==> src/rtl/noc_router_pkg.sv <==
`default_nettype none
// ============================================================================
// Module   : noc_router_pkg
// Purpose  : Shared types and helpers for the NoC router output allocators.
// Revision : 1.0 - initial release
// ============================================================================
package noc_router_pkg;

   typedef enum logic [0:0] {
      ALLOC_IDLE   = 1'b0,
      ALLOC_LOCKED = 1'b1
   } alloc_state_t;

   // Bits needed to hold a credit count ranging over 0..depth inclusive.
   function automatic int credit_width(input int depth);
      return $clog2(depth + 1);
   endfunction

endpackage : noc_router_pkg
`default_nettype wire

==> src/rtl/rr_arbiter.sv <==
`default_nettype none
// ============================================================================
// Module   : rr_arbiter
// Purpose  : Combinational round-robin pick: first request at or after ptr.
// Revision : 1.0 - initial release
// ============================================================================
module rr_arbiter #(
   parameter int NUM_INPUTS = 5,
   parameter int IDX_WIDTH  = $clog2(NUM_INPUTS)
) (
   input  logic [NUM_INPUTS-1:0] i_req,
   input  logic [IDX_WIDTH-1:0]  i_ptr,
   output logic [NUM_INPUTS-1:0] o_grant,
   output logic [IDX_WIDTH-1:0]  o_grant_idx,
   output logic                  o_grant_valid
);

   localparam logic [IDX_WIDTH:0] c_num = (IDX_WIDTH+1)'(NUM_INPUTS);

   logic [IDX_WIDTH:0] w_pos;

   always_comb begin
      o_grant       = '0;
      o_grant_idx   = '0;
      o_grant_valid = 1'b0;
      w_pos         = '0;
      for (int k = 0; k < NUM_INPUTS; k++) begin
         // ptr + k never exceeds 2*NUM_INPUTS-2, so a single subtract wraps it.
         w_pos = {1'b0, i_ptr} + (IDX_WIDTH+1)'(k);
         if (w_pos >= c_num) begin
            w_pos = w_pos - c_num;
         end
         if (!o_grant_valid && i_req[w_pos[IDX_WIDTH-1:0]]) begin
            o_grant_valid                     = 1'b1;
            o_grant_idx                       = w_pos[IDX_WIDTH-1:0];
            o_grant[w_pos[IDX_WIDTH-1:0]]     = 1'b1;
         end
      end
   end

endmodule : rr_arbiter
`default_nettype wire

==> src/rtl/output_port_allocator.sv <==
`default_nettype none
// ============================================================================
// Module   : output_port_allocator
// Purpose  : Wormhole output allocator with round-robin arbitration, packet
//            locking and credit-based downstream flow control.
// Revision : 1.0 - initial release
// ============================================================================
module output_port_allocator
   import noc_router_pkg::*;
#(
   parameter int NUM_INPUTS        = 5,
   parameter int FLIT_BUFFER_DEPTH = 2,
   localparam int CREDIT_WIDTH     = credit_width(FLIT_BUFFER_DEPTH),
   localparam int IDX_WIDTH        = $clog2(NUM_INPUTS)
) (
   input  logic                    clk_noc,
   input  logic                    rst_noc,
   input  logic [NUM_INPUTS-1:0]   req,
   input  logic [NUM_INPUTS-1:0]   req_is_tail,
   input  logic                    credit_in,
   output logic [NUM_INPUTS-1:0]   grant,
   output logic                    send_out,
   output logic                    is_tail_out,
   output logic [CREDIT_WIDTH-1:0] credit_count,
   output logic                    locked,
   output logic [IDX_WIDTH-1:0]    owner,
   output logic                    credit_overflow
);

   localparam logic [CREDIT_WIDTH-1:0] c_full    = CREDIT_WIDTH'(FLIT_BUFFER_DEPTH);
   localparam logic [CREDIT_WIDTH-1:0] c_one     = CREDIT_WIDTH'(1);
   localparam logic [IDX_WIDTH-1:0]    c_last    = IDX_WIDTH'(NUM_INPUTS - 1);

   alloc_state_t            r_state, w_state_nxt;
   logic [IDX_WIDTH-1:0]    r_ptr, w_ptr_nxt;
   logic [IDX_WIDTH-1:0]    r_owner, w_owner_nxt;
   logic [CREDIT_WIDTH-1:0] r_credit;
   logic                    r_overflow;

   logic [NUM_INPUTS-1:0]   w_arb_grant;
   logic [IDX_WIDTH-1:0]    w_arb_idx;
   logic                    w_arb_valid;
   logic [NUM_INPUTS-1:0]   w_grant;
   logic                    w_send;
   logic                    w_has_credit;

   function automatic logic [IDX_WIDTH-1:0] wrap_inc(input logic [IDX_WIDTH-1:0] idx);
      return (idx == c_last) ? '0 : idx + IDX_WIDTH'(1);
   endfunction

   rr_arbiter #(
      .NUM_INPUTS (NUM_INPUTS),
      .IDX_WIDTH  (IDX_WIDTH)
   ) u_rr_arbiter (
      .i_req         (req),
      .i_ptr         (r_ptr),
      .o_grant       (w_arb_grant),
      .o_grant_idx   (w_arb_idx),
      .o_grant_valid (w_arb_valid)
   );

   assign w_has_credit = (r_credit != '0);

   always_comb begin
      w_grant     = '0;
      w_state_nxt = r_state;
      w_ptr_nxt   = r_ptr;
      w_owner_nxt = r_owner;
      case (r_state)
         ALLOC_IDLE: begin
            if (w_has_credit && w_arb_valid) begin
               w_grant = w_arb_grant;
               if (req_is_tail[w_arb_idx]) begin
                  w_ptr_nxt = wrap_inc(w_arb_idx);
               end else begin
                  w_state_nxt = ALLOC_LOCKED;
                  w_owner_nxt = w_arb_idx;
               end
            end
         end
         ALLOC_LOCKED: begin
            // Other inputs are ignored until the owner's tail has left.
            if (w_has_credit && req[r_owner]) begin
               w_grant[r_owner] = 1'b1;
               if (req_is_tail[r_owner]) begin
                  w_state_nxt = ALLOC_IDLE;
                  w_ptr_nxt   = wrap_inc(r_owner);
               end
            end
         end
         default: begin
            w_state_nxt = ALLOC_IDLE;
         end
      endcase
      // Reset state alone would still allow an IDLE grant, so mask explicitly.
      if (rst_noc) begin
         w_grant = '0;
      end
   end

   assign w_send = |w_grant;

   always_ff @(posedge clk_noc or posedge rst_noc) begin
      if (rst_noc) begin
         r_state <= ALLOC_IDLE;
         r_ptr   <= '0;
         r_owner <= '0;
      end else begin
         r_state <= w_state_nxt;
         r_ptr   <= w_ptr_nxt;
         r_owner <= w_owner_nxt;
      end
   end

   // A grant is only possible with a non-zero count, so the decrement never wraps.
   always_ff @(posedge clk_noc or posedge rst_noc) begin
      if (rst_noc) begin
         r_credit   <= c_full;
         r_overflow <= 1'b0;
      end else begin
         if (w_send && !credit_in) begin
            r_credit <= r_credit - c_one;
         end else if (!w_send && credit_in) begin
            if (r_credit == c_full) begin
               r_overflow <= 1'b1;
            end else begin
               r_credit <= r_credit + c_one;
            end
         end
      end
   end

   assign grant           = w_grant;
   assign send_out        = w_send;
   assign is_tail_out     = |(w_grant & req_is_tail);
   assign credit_count    = r_credit;
   assign locked          = (r_state == ALLOC_LOCKED);
   assign owner           = r_owner;
   assign credit_overflow = r_overflow;

endmodule : output_port_allocator
`default_nettype wire

==> config.mk <==
export PLATFORM = sky130hd
export DESIGN_NAME = output_port_allocator
export DESIGN_NICKNAME = d
export VERILOG_FILES = /design/src/rtl/noc_router_pkg.sv /design/src/rtl/rr_arbiter.sv /design/src/rtl/output_port_allocator.sv
export SDC_FILE = /design/constraint.sdc
export NUM_CORES = 1
export LEC_CHECK = 0
export ABC_AREA = 0
export CAP_MARGIN = 15
export CELL_PAD_IN_SITES_DETAIL_PLACEMENT = 0
export CELL_PAD_IN_SITES_GLOBAL_PLACEMENT = 1
export CORE_MARGIN = 10
export CORE_UTILIZATION = 43
export CTS_CLUSTER_DIAMETER = 40
export DETAILED_ROUTE_END_ITERATION = 16
export PLACE_DENSITY = 0.8
export SLEW_MARGIN = 20
export SYNTH_ARGS = -nofsm -noshare
export SYNTH_HDL_FRONTEND = slang
export SYNTH_SLANG_ARGS = --single-unit
==> constraint.sdc <==
create_clock -name clk_noc -period 5.8 [get_ports clk_noc]
set_input_delay 1.45 -clock clk_noc [delete_from_list [all_inputs] [get_ports clk_noc]]
set_output_delay 1.45 -clock clk_noc [all_outputs]
set_load 0.02 [all_outputs]
Yosys cells after proc, flatten, opt, wreduce, memory -nomap -nowiden
Index checks and enable logic that the tools add are counted.
{"block": "totals", "mem_bits_rw": 0, "elab_cells": 147, "mem_count": 0, "in_bits": 13, "mem_bits_ro": 0, "latchBits": 0, "register_bits": 10, "out_inout_bits": 14}
{"block": "classes", "n_mux": 67, "eq_ne": 8, "reduce_logical": 28, "shift": 0, "addsub": 13, "div": 0, "magnitude_cmp": 18, "multipliers": 0, "bitwise": 8}
{"op": "2-to-1 mux 3 bit", "n": 16}
{"op": "2-to-1 mux 5 bit", "n": 8}
{"op": "< comparator 3 x 4 -> 1 bit (second input constant)", "n": 7}
{"op": "binary-select mux 1 bit (select 3 bit)", "n": 8}
{"op": "2-to-1 mux 1 bit", "n": 23}
{"op": "bitwise OR 5 bit", "n": 4}
{"op": "demux 1 bit (select 3 bit)", "n": 6}
{"op": ">= comparator 3 x 1 -> 1 bit (second input constant)", "n": 6}
{"op": ">= comparator 4 x 3 -> 1 bit (second input constant)", "n": 4}
{"op": "subtractor 3 bit (second input constant)", "n": 5}
{"op": "logical AND 1 bit", "n": 14}
{"op": "one-hot mux 5 bit (2 select lines)", "n": 1}
{"op": "OR reduction 5 bit", "n": 2}
{"op": "adder 3 x 2 -> 4 bit (second input constant)", "n": 2}
{"op": "adder 3 x 1 -> 3 bit (second input constant)", "n": 2}
{"op": "equality test 3 bit (second input constant)", "n": 2}
{"op": "zero test 1 bit", "n": 6}
{"op": "2-to-1 mux 2 bit", "n": 3}
{"op": "!= test 2 bit (second input constant)", "n": 3}
{"op": "one-hot mux 3 bit (2 select lines)", "n": 1}
{"op": "AND reduction 3 bit", "n": 2}
{"op": "bitwise AND 5 bit", "n": 1}
{"op": "adder 3 x 1 -> 4 bit (second input constant)", "n": 1}
{"op": "adder 3 x 3 -> 4 bit (second input constant)", "n": 1}
{"op": "10 further kinds", "n": 14}

Depth between registers and ports, before layout
Gate-level depths: netlist (run 1).
{"block": "logic_depth", "word_depth": 26, "mapped_depth": 22, "ltp_nobuf": 19}

Modules after synthesis
Synthesis (run 1) repeated with hierarchy kept, for this count alone.
{"block": "unflattened", "hier_cells": 320, "hier_area_um2": 2376.0}
{"mod": "rr_arbiter", "cells_each": 203, "area_each_um2": 1387.6, "seq_area_each_um2": 0.0, "instances": 1}
{"mod": "output_port_allocator", "cells_each": 117, "area_each_um2": 988.4, "seq_area_each_um2": 251.5, "instances": 1}

Least setup slack after synthesis (run 1)
No wires, ideal clock.
{"block": "synth_path", "path_kind": "register to output", "start": "reg r_ptr[1]", "end": "out is_tail_out", "t_required_ns": 4.350, "arrival_time_ns": 4.244, "path_stages_with_launch": 15, "path_slack_ns": 0.106, "n_path_buf": 2, "cell_sequence": "dfrtp_1 > clkbuf_1 > inv_1 > ha_1 > ha_1 > buf_2 > a211oi_1 > mux2_2 > o22a_1 > or3_1 > o31ai_1 > a311oi_1 > a211oi_1 > a222oi_1 > nand2_1"}
{"block": "synth_between", "elab_chain_cells": 23, "word_cells_on_any_way": 82, "cone_classes": "9 x add/sub; 15 x order compare; 38 x mux; 5 x bitwise; 15 x reduce/logical"}
{"element": "from (decl)", "line": "output_port_allocator.sv:35", "text": "logic [IDX_WIDTH-1:0] r_ptr, w_ptr_nxt;"}
{"element": "from (signal assigned)", "line": "output_port_allocator.sv:110", "text": "r_ptr <= w_ptr_nxt;"}
{"element": "parallel branches: the longest is 18 deep, another holds adder 3 x 1 -> 4 bit"}
{"element": "2-to-1 mux 5 bit *", "line": "output_port_allocator.sv:71", "text": "if (w_has_credit && w_arb_valid) begin"}
{"element": "one-hot mux 5 bit (2 select lines) *", "line": "output_port_allocator.sv:69", "text": "case (r_state)"}
{"element": "2-to-1 mux 5 bit *", "line": "output_port_allocator.sv:96", "text": "if (rst_noc) begin"}
{"element": "named net grant[3]", "line": "output_port_allocator.sv:21", "text": "output logic [NUM_INPUTS-1:0] grant,"}
{"element": "bitwise AND 5 bit *", "line": "output_port_allocator.sv:135", "text": "assign is_tail_out = |(w_grant & req_is_tail);"}
{"element": "OR reduction 5 bit *", "line": "output_port_allocator.sv:135"}
{"element": "to (decl)", "line": "output_port_allocator.sv:23", "text": "output logic is_tail_out,"}
Mark *: on every way through the listed nets, which the timed path passes. The select of a mux whose other input is x is not followed.

Worst setup path in the final report (run 1)
{"block": "layout_path", "start": "in req[3]", "end": "out send_out"}
{"block": "layout_between", "elab_chain_cells": 20, "word_cells_on_any_way": 41, "cone_classes": "26 x mux; 4 x bitwise; 11 x reduce/logical"}
{"element": "from (decl)", "line": "output_port_allocator.sv:18", "text": "input logic [NUM_INPUTS-1:0] req,"}
{"element": "binary-select mux 1 bit (select 3 bit)", "line": "rr_arbiter.sv:33", "text": "if (!o_grant_valid && i_req[w_pos[IDX_WIDTH-1:0]]) begin"}
{"element": "2-to-1 mux 1 bit (not written as such)", "line": "rr_arbiter.sv:33"}
{"element": "2-to-1 mux 1 bit", "line": "rr_arbiter.sv:33"}
{"element": "zero test 1 bit", "line": "rr_arbiter.sv:33"}
{"element": "logical AND 1 bit", "line": "rr_arbiter.sv:33"}
{"element": "2-to-1 mux 1 bit", "line": "rr_arbiter.sv:33"}
{"element": "zero test 1 bit", "line": "rr_arbiter.sv:33"}
{"element": "logical AND 1 bit", "line": "rr_arbiter.sv:33"}
{"element": "[... 4 more ...]"}
{"element": "zero test 1 bit", "line": "rr_arbiter.sv:33"}
{"element": "logical AND 1 bit", "line": "rr_arbiter.sv:33"}
{"element": "2-to-1 mux 1 bit", "line": "rr_arbiter.sv:33"}
{"element": "logical AND 1 bit", "line": "output_port_allocator.sv:71"}
{"element": "2-to-1 mux 5 bit", "line": "output_port_allocator.sv:71"}
{"element": "one-hot mux 5 bit (2 select lines) *", "line": "output_port_allocator.sv:69"}
{"element": "2-to-1 mux 5 bit *", "line": "output_port_allocator.sv:96"}
{"element": "OR reduction 5 bit *", "line": "output_port_allocator.sv:101", "text": "assign w_send = |w_grant;"}
{"element": "to (decl)", "line": "output_port_allocator.sv:22", "text": "output logic send_out,"}
Mark *: on every way between the ends. The rest lies on a longest branch, timed or not. The select of a mux whose other input is x is not followed.

==> results.sh, run 1 <==
export IMPL_worst_slew_pin_slew_ns=0.471
export IMPL_hold_buffers=0
export IMPL_die_area_sq_um=8850
export IMPL_cts_buffer_depth=2
export IMPL_critPathMaxFanout=5
export IMPL_placed_cells=448
export IMPL_dr_pass1_iters=5
export IMPL_ys_ff_latch=10
export IMPL_setup_violations=0
export IMPL_fin_crit_ns=5.70
export IMPL_gr_usage_all_layers=0.186
export IMPL_first_global_vias=2686
export IMPL_max_clock_freq_mhz=175
export IMPL_coreArea_sq_um=5200
export IMPL_multi_input_area_sq_um=2010
export IMPL_postSynth_asyncResetShare=1.00
export IMPL_die_h_microns=94.1
export IMPL_dieWidth_microns=94.1
export IMPL_ant_nets=0
export IMPL_run_status="completed"
export IMPL_slew_headroom=0.686
export IMPL_arrival_ns=4.25
export IMPL_hold_viol_final=0
export IMPL_final_net_count=414
export IMPL_hold_class="reg -> reg"
export IMPL_seq_area_frac_synth=0.107
export IMPL_yosys_most_used_dff="dfrtp_1"
export IMPL_insertion_delay_ns=0.24
export IMPL_peakVddDrop_mv=0.0932
export IMPL_synth_cell_type_count=72
export IMPL_final_max_slew_viol_count=0
export IMPL_start_util=0.454
export IMPL_antenna_found_initial=0
export IMPL_diodes=0
export IMPL_area_growth_pct=38.0
export IMPL_synth_edf_count=0
export IMPL_std_cell_rows=26
export IMPL_start_kind="input pin"
export IMPL_drt_initial_drc_count=259
export IMPL_syn_num_nets=332
export IMPL_dp_hpwl_microns=6700
export IMPL_cts_made_buffers=3
export IMPL_clk_pin_slew_ns=0.05
export IMPL_required_ns=4.35
export IMPL_routedWlPerCell_microns=18.1
export IMPL_grt_pass1_wl_microns=13600
export IMPL_fin_crit_sh=0.983
export IMPL_numPortBuffers=26
export IMPL_critical_path_class="in -> out"
export IMPL_stdcell_area_sq_um=3260
export IMPL_grt_max_degree=24
export IMPL_holdWs_ns=0.486
export IMPL_cts_tree="yes"
export IMPL_vias=2752
export IMPL_routed_wl_microns=8220
export IMPL_finalNonFillerCells=455
export IMPL_netlist_area_sq_um=2360
export IMPL_gp_congestion=0.968
export IMPL_skew_ns=0.00393
export IMPL_ys_warn_count=0
export IMPL_endpoint_kind="primary output"
export IMPL_avgViaCountPerCell=6.05
export IMPL_clkSinkCount=10
export IMPL_pin_count=27
export IMPL_place_area_sq_um=3090
export IMPL_maxCapViolations=0
export IMPL_drc=0
export IMPL_num_fill_cells=486
export IMPL_ctsHtreeMaxLevel=1
export IMPL_synth_avg_cell_area_sq_um=7.77
export IMPL_p_per_area_nw_per_um2=89.4
export IMPL_seqCellArea_sq_um=251
export IMPL_p_leak_nw=1.47
export IMPL_grt_overflow=0
export IMPL_drive_gt1_frac=0.312
export IMPL_cts_root_buf="clkbuf_8"
export IMPL_syn_inst=304
registers in the layout (all words and copies together) (netlist names):
register	flops
credit_overflow	1
credit_count	2
owner	3
locked	1
r_ptr	3
worst paths after layout:
kind,cells after the start,end,from,slack (ns)
worst max register to register,19,credit_count[0],r_ptr[1],1.22
min in group asynchronous,2,owner[1],rst_noc,1.62
worst min register to register,1,credit_overflow,credit_overflow,0.49
worst min-delay path,1,credit_overflow,credit_overflow,0.49
worst max-delay path,13,send_out,req[3],0.1
max in group asynchronous,2,credit_count[1],rst_noc,3.85
metrics by stage:
stage                     utilization  TNS, ns  power [mW]  worst slack [ns]
after floorplan                     -        0       0.144             0.106
after global placement          0.594    -1.95       0.196            -0.587
after detailed placement        0.594    -2.29       0.196            -0.648
after CTS                       0.613  -0.0876       0.293           -0.0551
after global routing            0.626  -0.0120       0.307           -0.0120
final                           0.626        0       0.291            0.0992
synth_stat cells, drive strengths merged, types with 2 or more instances:
| cell | number | share of area |
|---|---|---|
| a21o | 3 | 0.0095 |
| a21oi | 25 | 0.053 |
| a22o | 2 | 0.0074 |
| o31ai | 4 | 0.013 |
| o32ai | 2 | 0.0074 |
| o31a | 3 | 0.011 |
| xnor2 | 5 | 0.019 |
| o21a | 3 | 0.0095 |
| nand2 | 17 | 0.027 |
| or3 | 5 | 0.013 |
| nand3 | 10 | 0.021 |
| o22a | 2 | 0.0074 |
| mux4 | 3 | 0.029 |
| mux2 | 3 | 0.014 |
| nor4 | 3 | 0.0079 |
| nand2b | 10 | 0.026 |
| nor2b | 2 | 0.0053 |
| ha | 14 | 0.074 |
| o32a | 3 | 0.013 |
| o21ai | 9 | 0.021 |
| o22ai | 3 | 0.0079 |
| o21bai | 3 | 0.0095 |
| and2 | 4 | 0.012 |
| inv | 22 | 0.035 |
| buf | 9 | 0.032 |
| clkbuf | 9 | 0.015 |
| a22oi | 3 | 0.0095 |
| a2bb2oi | 2 | 0.010 |
| dfrtp | 9 | 0.095 |
| o211ai | 8 | 0.028 |
| a221oi | 6 | 0.030 |
| nand4 | 2 | 0.0053 |
| nor3 | 14 | 0.032 |
| a211o | 5 | 0.019 |
| or2 | 6 | 0.016 |
| a211oi | 12 | 0.049 |
| o41a | 2 | 0.0095 |
| and3 | 4 | 0.011 |
| mux2i | 15 | 0.069 |
| nor2 | 21 | 0.033 |
cell families after synthesis:
family                     share of synthesized area
AOI/OAI and AO/OA                              0.367
and+or+nand+nor                                0.228
buffers and inverters                         0.0816
muxes                                          0.112
adders and majority gates                     0.0827
DFF                                            0.107
xor gates and xnor gates                      0.0223
metal layers:
layer | vias up | global-route usage | share of wire
met4 | 0 | 0.0506 | 0.019
met2 | 97 | 0.277 | 0.44
met3 | 17 | 0.0352 | 0.057
met5 | - | 0 | 0
li1 | 1330 | - | -
met1 | 1308 | 0.263 | 0.49
repair_timing:
action,in CTS,in global routing
gates resized for setup,24,14
pin swaps,4,13
setup buffers,1,2
endpoints found under the setup margin,7,7
final cells by class:
class | count | share of cell area
Inverter | 22 | 0.0253
Clock buffer | 4 | 0.0169
Multi-Input combinational cell | 254 | 0.618
Tap cell | 70 | 0.0269
Timing Repair Buffer | 95 | 0.236
Sequential cell | 10 | 0.0772
worst max-delay path, cell delays in order:
cell and delay [ns]:
dlygate4sd2_1 0.29, or3_1 0.33, a211oi_2 0.19, a211o_1 0.15, o22a_1 0.18, nor2_1 0.08
o32ai_2 0.32, nand2b_4 0.21, nand2_1 0.06, and3_1 0.17, or2_2 0.30, or3_4 0.33
buf_4 0.16
placed cells by master (no fill, tap or decap), types with 3 or more instances in the layout:
cell type | synthesis | routed
clkdlybuf4s50_1 | 0 | 14
a21o_1 | 3 | 3
o21ai_1 | 2 | 3
nand3_1 | 10 | 9
or2_2 | 4 | 4
o21bai_1 | 3 | 3
a211oi_1 | 7 | 4
o21ai_0 | 6 | 5
a211oi_2 | 5 | 7
inv_2 | 2 | 3
nor3_1 | 13 | 12
nor2_1 | 21 | 21
mux4_2 | 3 | 3
o31ai_1 | 4 | 3
o211ai_1 | 7 | 7
dfrtp_1 | 9 | 9
ha_1 | 14 | 14
inv_1 | 20 | 19
xnor2_1 | 5 | 5
clkbuf_8 | 0 | 4
and3_1 | 4 | 4
buf_4 | 0 | 70
nand2_1 | 17 | 17
a221oi_1 | 5 | 3
and2_1 | 3 | 3
or3_1 | 5 | 4
a211o_1 | 5 | 5
o31a_1 | 3 | 3
mux2_2 | 3 | 3
nand2b_1 | 10 | 9
o22ai_1 | 3 | 3
dlygate4sd2_1 | 0 | 7
a21oi_1 | 25 | 25
mux2i_1 | 14 | 14
o21a_1 | 3 | 3
nor4_1 | 3 | 3
power by group:
group | switching, mW | internal [mW]
Sequential | 0.0169 | 0.0799
Clock | 0.0291 | 0.0598
Combinational | 0.0490 | 0.0566
Total | 0.0950 | 0.196
Power figures use the tool's default switching activity.
==> inputs of run 2 (changes only) <==
--- a/config.mk
+++ b/config.mk
@@ -15,2 +15,3 @@
 export DETAILED_ROUTE_END_ITERATION = 16
+export HOLD_SLACK_MARGIN = 0.02
 export PLACE_DENSITY = 0.8
==> constraint.sdc (replaced) <==
create_clock -name clk_noc -period 5.8 [get_ports clk_noc]
set_input_delay 0.58 -clock clk_noc [delete_from_list [all_inputs] [get_ports clk_noc]]
set_output_delay 0.58 -clock clk_noc [all_outputs]
set_load 0.02 [all_outputs]
==> results.sh, run 2 (same netlist as run 1, synthesis figures left out) <==
export IMPL_run_status="completed"
export IMPL_required_ns=5.22
export IMPL_grt_pass1_wl_microns=13100
export IMPL_start_kind="register"
export IMPL_endpoint_kind="primary output"
export IMPL_pin_count=27
export IMPL_dr_pass1_iters=5
export IMPL_slew_headroom=0.494
export IMPL_gr_usage_all_layers=0.182
export IMPL_rsz0062_at_grt="no"
export IMPL_num_fill_cells=523
export IMPL_insertion_delay_ns=0.24
export IMPL_min_from="credit_overflow"
export IMPL_pwr_share_clk=0.322
export IMPL_p_per_area_nw_per_um2=101
export IMPL_holdPathEnd="credit_overflow"
export IMPL_grt_max_degree=29
export IMPL_p_comb_frac=0.334
export IMPL_numPortBuffers=26
export IMPL_setup_tns_final_ns=0
export IMPL_holdPathStages=1
export IMPL_reg2reg_from="r_ptr[0]"
export IMPL_vias=2545
export IMPL_drt_initial_drc_count=228
export IMPL_internal_power_mw=0.185
export IMPL_peakVddDrop_mv=0.0869
export IMPL_skew_ns=0.00285
export IMPL_area_growth_pct=16.5
export IMPL_p_seq_frac=0.344
export IMPL_first_global_vias=2481
export IMPL_std_cell_rows=26
export IMPL_p_leak_nw=1.12
export IMPL_start_util=0.454
export IMPL_cts_buffer_depth=2
export IMPL_ant_nets=0
export IMPL_avgViaCountPerCell=6.39
export IMPL_post_place_ws_ns=0.611
export IMPL_critical_path_class="reg -> out"
export IMPL_critPathMaxFanout=8
export IMPL_dp_hpwl_microns=6330
export IMPL_die_area_sq_um=8850
export IMPL_antenna_found_initial=0
export IMPL_hold_viol_final=0
export IMPL_fin_crit_ns=5.51
export IMPL_timing_rr_end="credit_count[0]"
export IMPL_diodes=0
export IMPL_mostFrequentLayoutCell="clkdlybuf4s50_1"
export IMPL_fin_crit_sh=0.951
export IMPL_clk_pin_slew_ns=0.05
export IMPL_drive_gt1_frac=0.137
export IMPL_worst_slew_pin_slew_ns=0.752
export IMPL_drc=0
export IMPL_reg2reg_depth=15
export IMPL_coreArea_sq_um=5200
export IMPL_max_clock_freq_mhz=181
export IMPL_routed_wl_microns=7930
export IMPL_grt_overflow=0
export IMPL_final_max_slew_viol_count=0
export IMPL_cts_root_buf="clkbuf_8"
export IMPL_dieWidth_microns=94.1
export IMPL_hold_class="reg -> reg"
export IMPL_final_net_count=357
export IMPL_cts_made_buffers=3
export IMPL_setup_violations=0
export IMPL_die_h_microns=94.1
export IMPL_ctsHtreeMaxLevel=1
export IMPL_worst_slack_ns=0.287
export IMPL_hold_buffers=0
export IMPL_total_power_mw=0.279
export IMPL_cts_tree="yes"
export IMPL_maxCapViolations=0
export IMPL_gp_congestion=1.04
export IMPL_netSwitchingFraction=0.334
export IMPL_switching_power_mw=0.0932
export IMPL_clkSinkCount=10
export IMPL_reg2reg_slack_ns=0.91
export IMPL_arrival_ns=4.93
export IMPL_routedWlPerCell_microns=19.9
export IMPL_layout_common_cells="clkdlybuf4s50_1, a21oi_1, nor2_1"
[run 2: worst max-delay path by stage]
stage               startpoint              end  slack [ns]  cells after the start
floorplan             r_ptr[1]  credit_count[0]        0.90                     17
global placement      r_ptr[0]         send_out        0.60                     16
detailed placement    r_ptr[0]         send_out        0.61                     16
CTS                   r_ptr[0]         send_out        0.33                     16
global route          r_ptr[0]         send_out        0.04                     16
finish                r_ptr[0]         send_out        0.29                     13
[run 2: critical path, cell delays in order, from the launching register on]
cell	delay (ns)
dfrtp_1	0.50
ha_1	0.37
a221oi_4	0.39
mux2i_1	0.38
a211oi_2	0.10
o31ai_1	0.64
nor3_1	0.19
a221oi_1	0.35
o31ai_1	0.14
a311oi_1	0.28
a211oi_1	0.13
or2_1	0.26
or3_1	0.40
clkdlybuf4s50_1	0.55
[run 2: through the flow]
stage                util  hold WS (ns)  std cells  cell area, sq um
finish              0.529         0.474        398              2750
global route        0.529         0.525        398              2750
CTS                 0.527         0.477        398              2740
detailed placement  0.517         0.469        394              2690
global placement    0.517         0.460        394              2690
floorplan               -         0.425        304              2360
[run 2: what timing repair did]
item                                    in CTS  in global routing
endpoints found under the setup margin       0                  1
setup buffers                                0                  0
gates resized for setup                      0                  1
[run 2: power groups by stage]
stage          registers [mW]  logic, mW  clock network, mW
2_1_floorplan          0.0998     0.0445                  0
3_3_place_gp           0.0959     0.0896                  0
3_5_place_dp           0.0961     0.0898                  0
4_1_cts                0.0954     0.0909             0.0909
5_1_grt                0.0979     0.0991             0.0936
6_report               0.0959     0.0931             0.0897
[run 2: layout make-up]
cell class / count / area [sq um] / share of cell area
clock buffer: 4 / 55.1 / 0.0200
sequential: 10 / 251 / 0.0914
timing repair buffer: 38 / 350 / 0.127
multi-input combinational: 254 / 1920 / 0.699
inverter: 22 / 82.6 / 0.0300
tap: 70 / 87.6 / 0.0318
[run 2: layer usage]
layer / track usage / wire length [microns] / vias up
li1: - / - / 1219
met1: 0.261 / 3650 / 1189
met2: 0.269 / 3480 / 129
met3: 0.0424 / 736 / 8
met4: 0.0329 / 68 / 0
met5: 0 / 0 / -
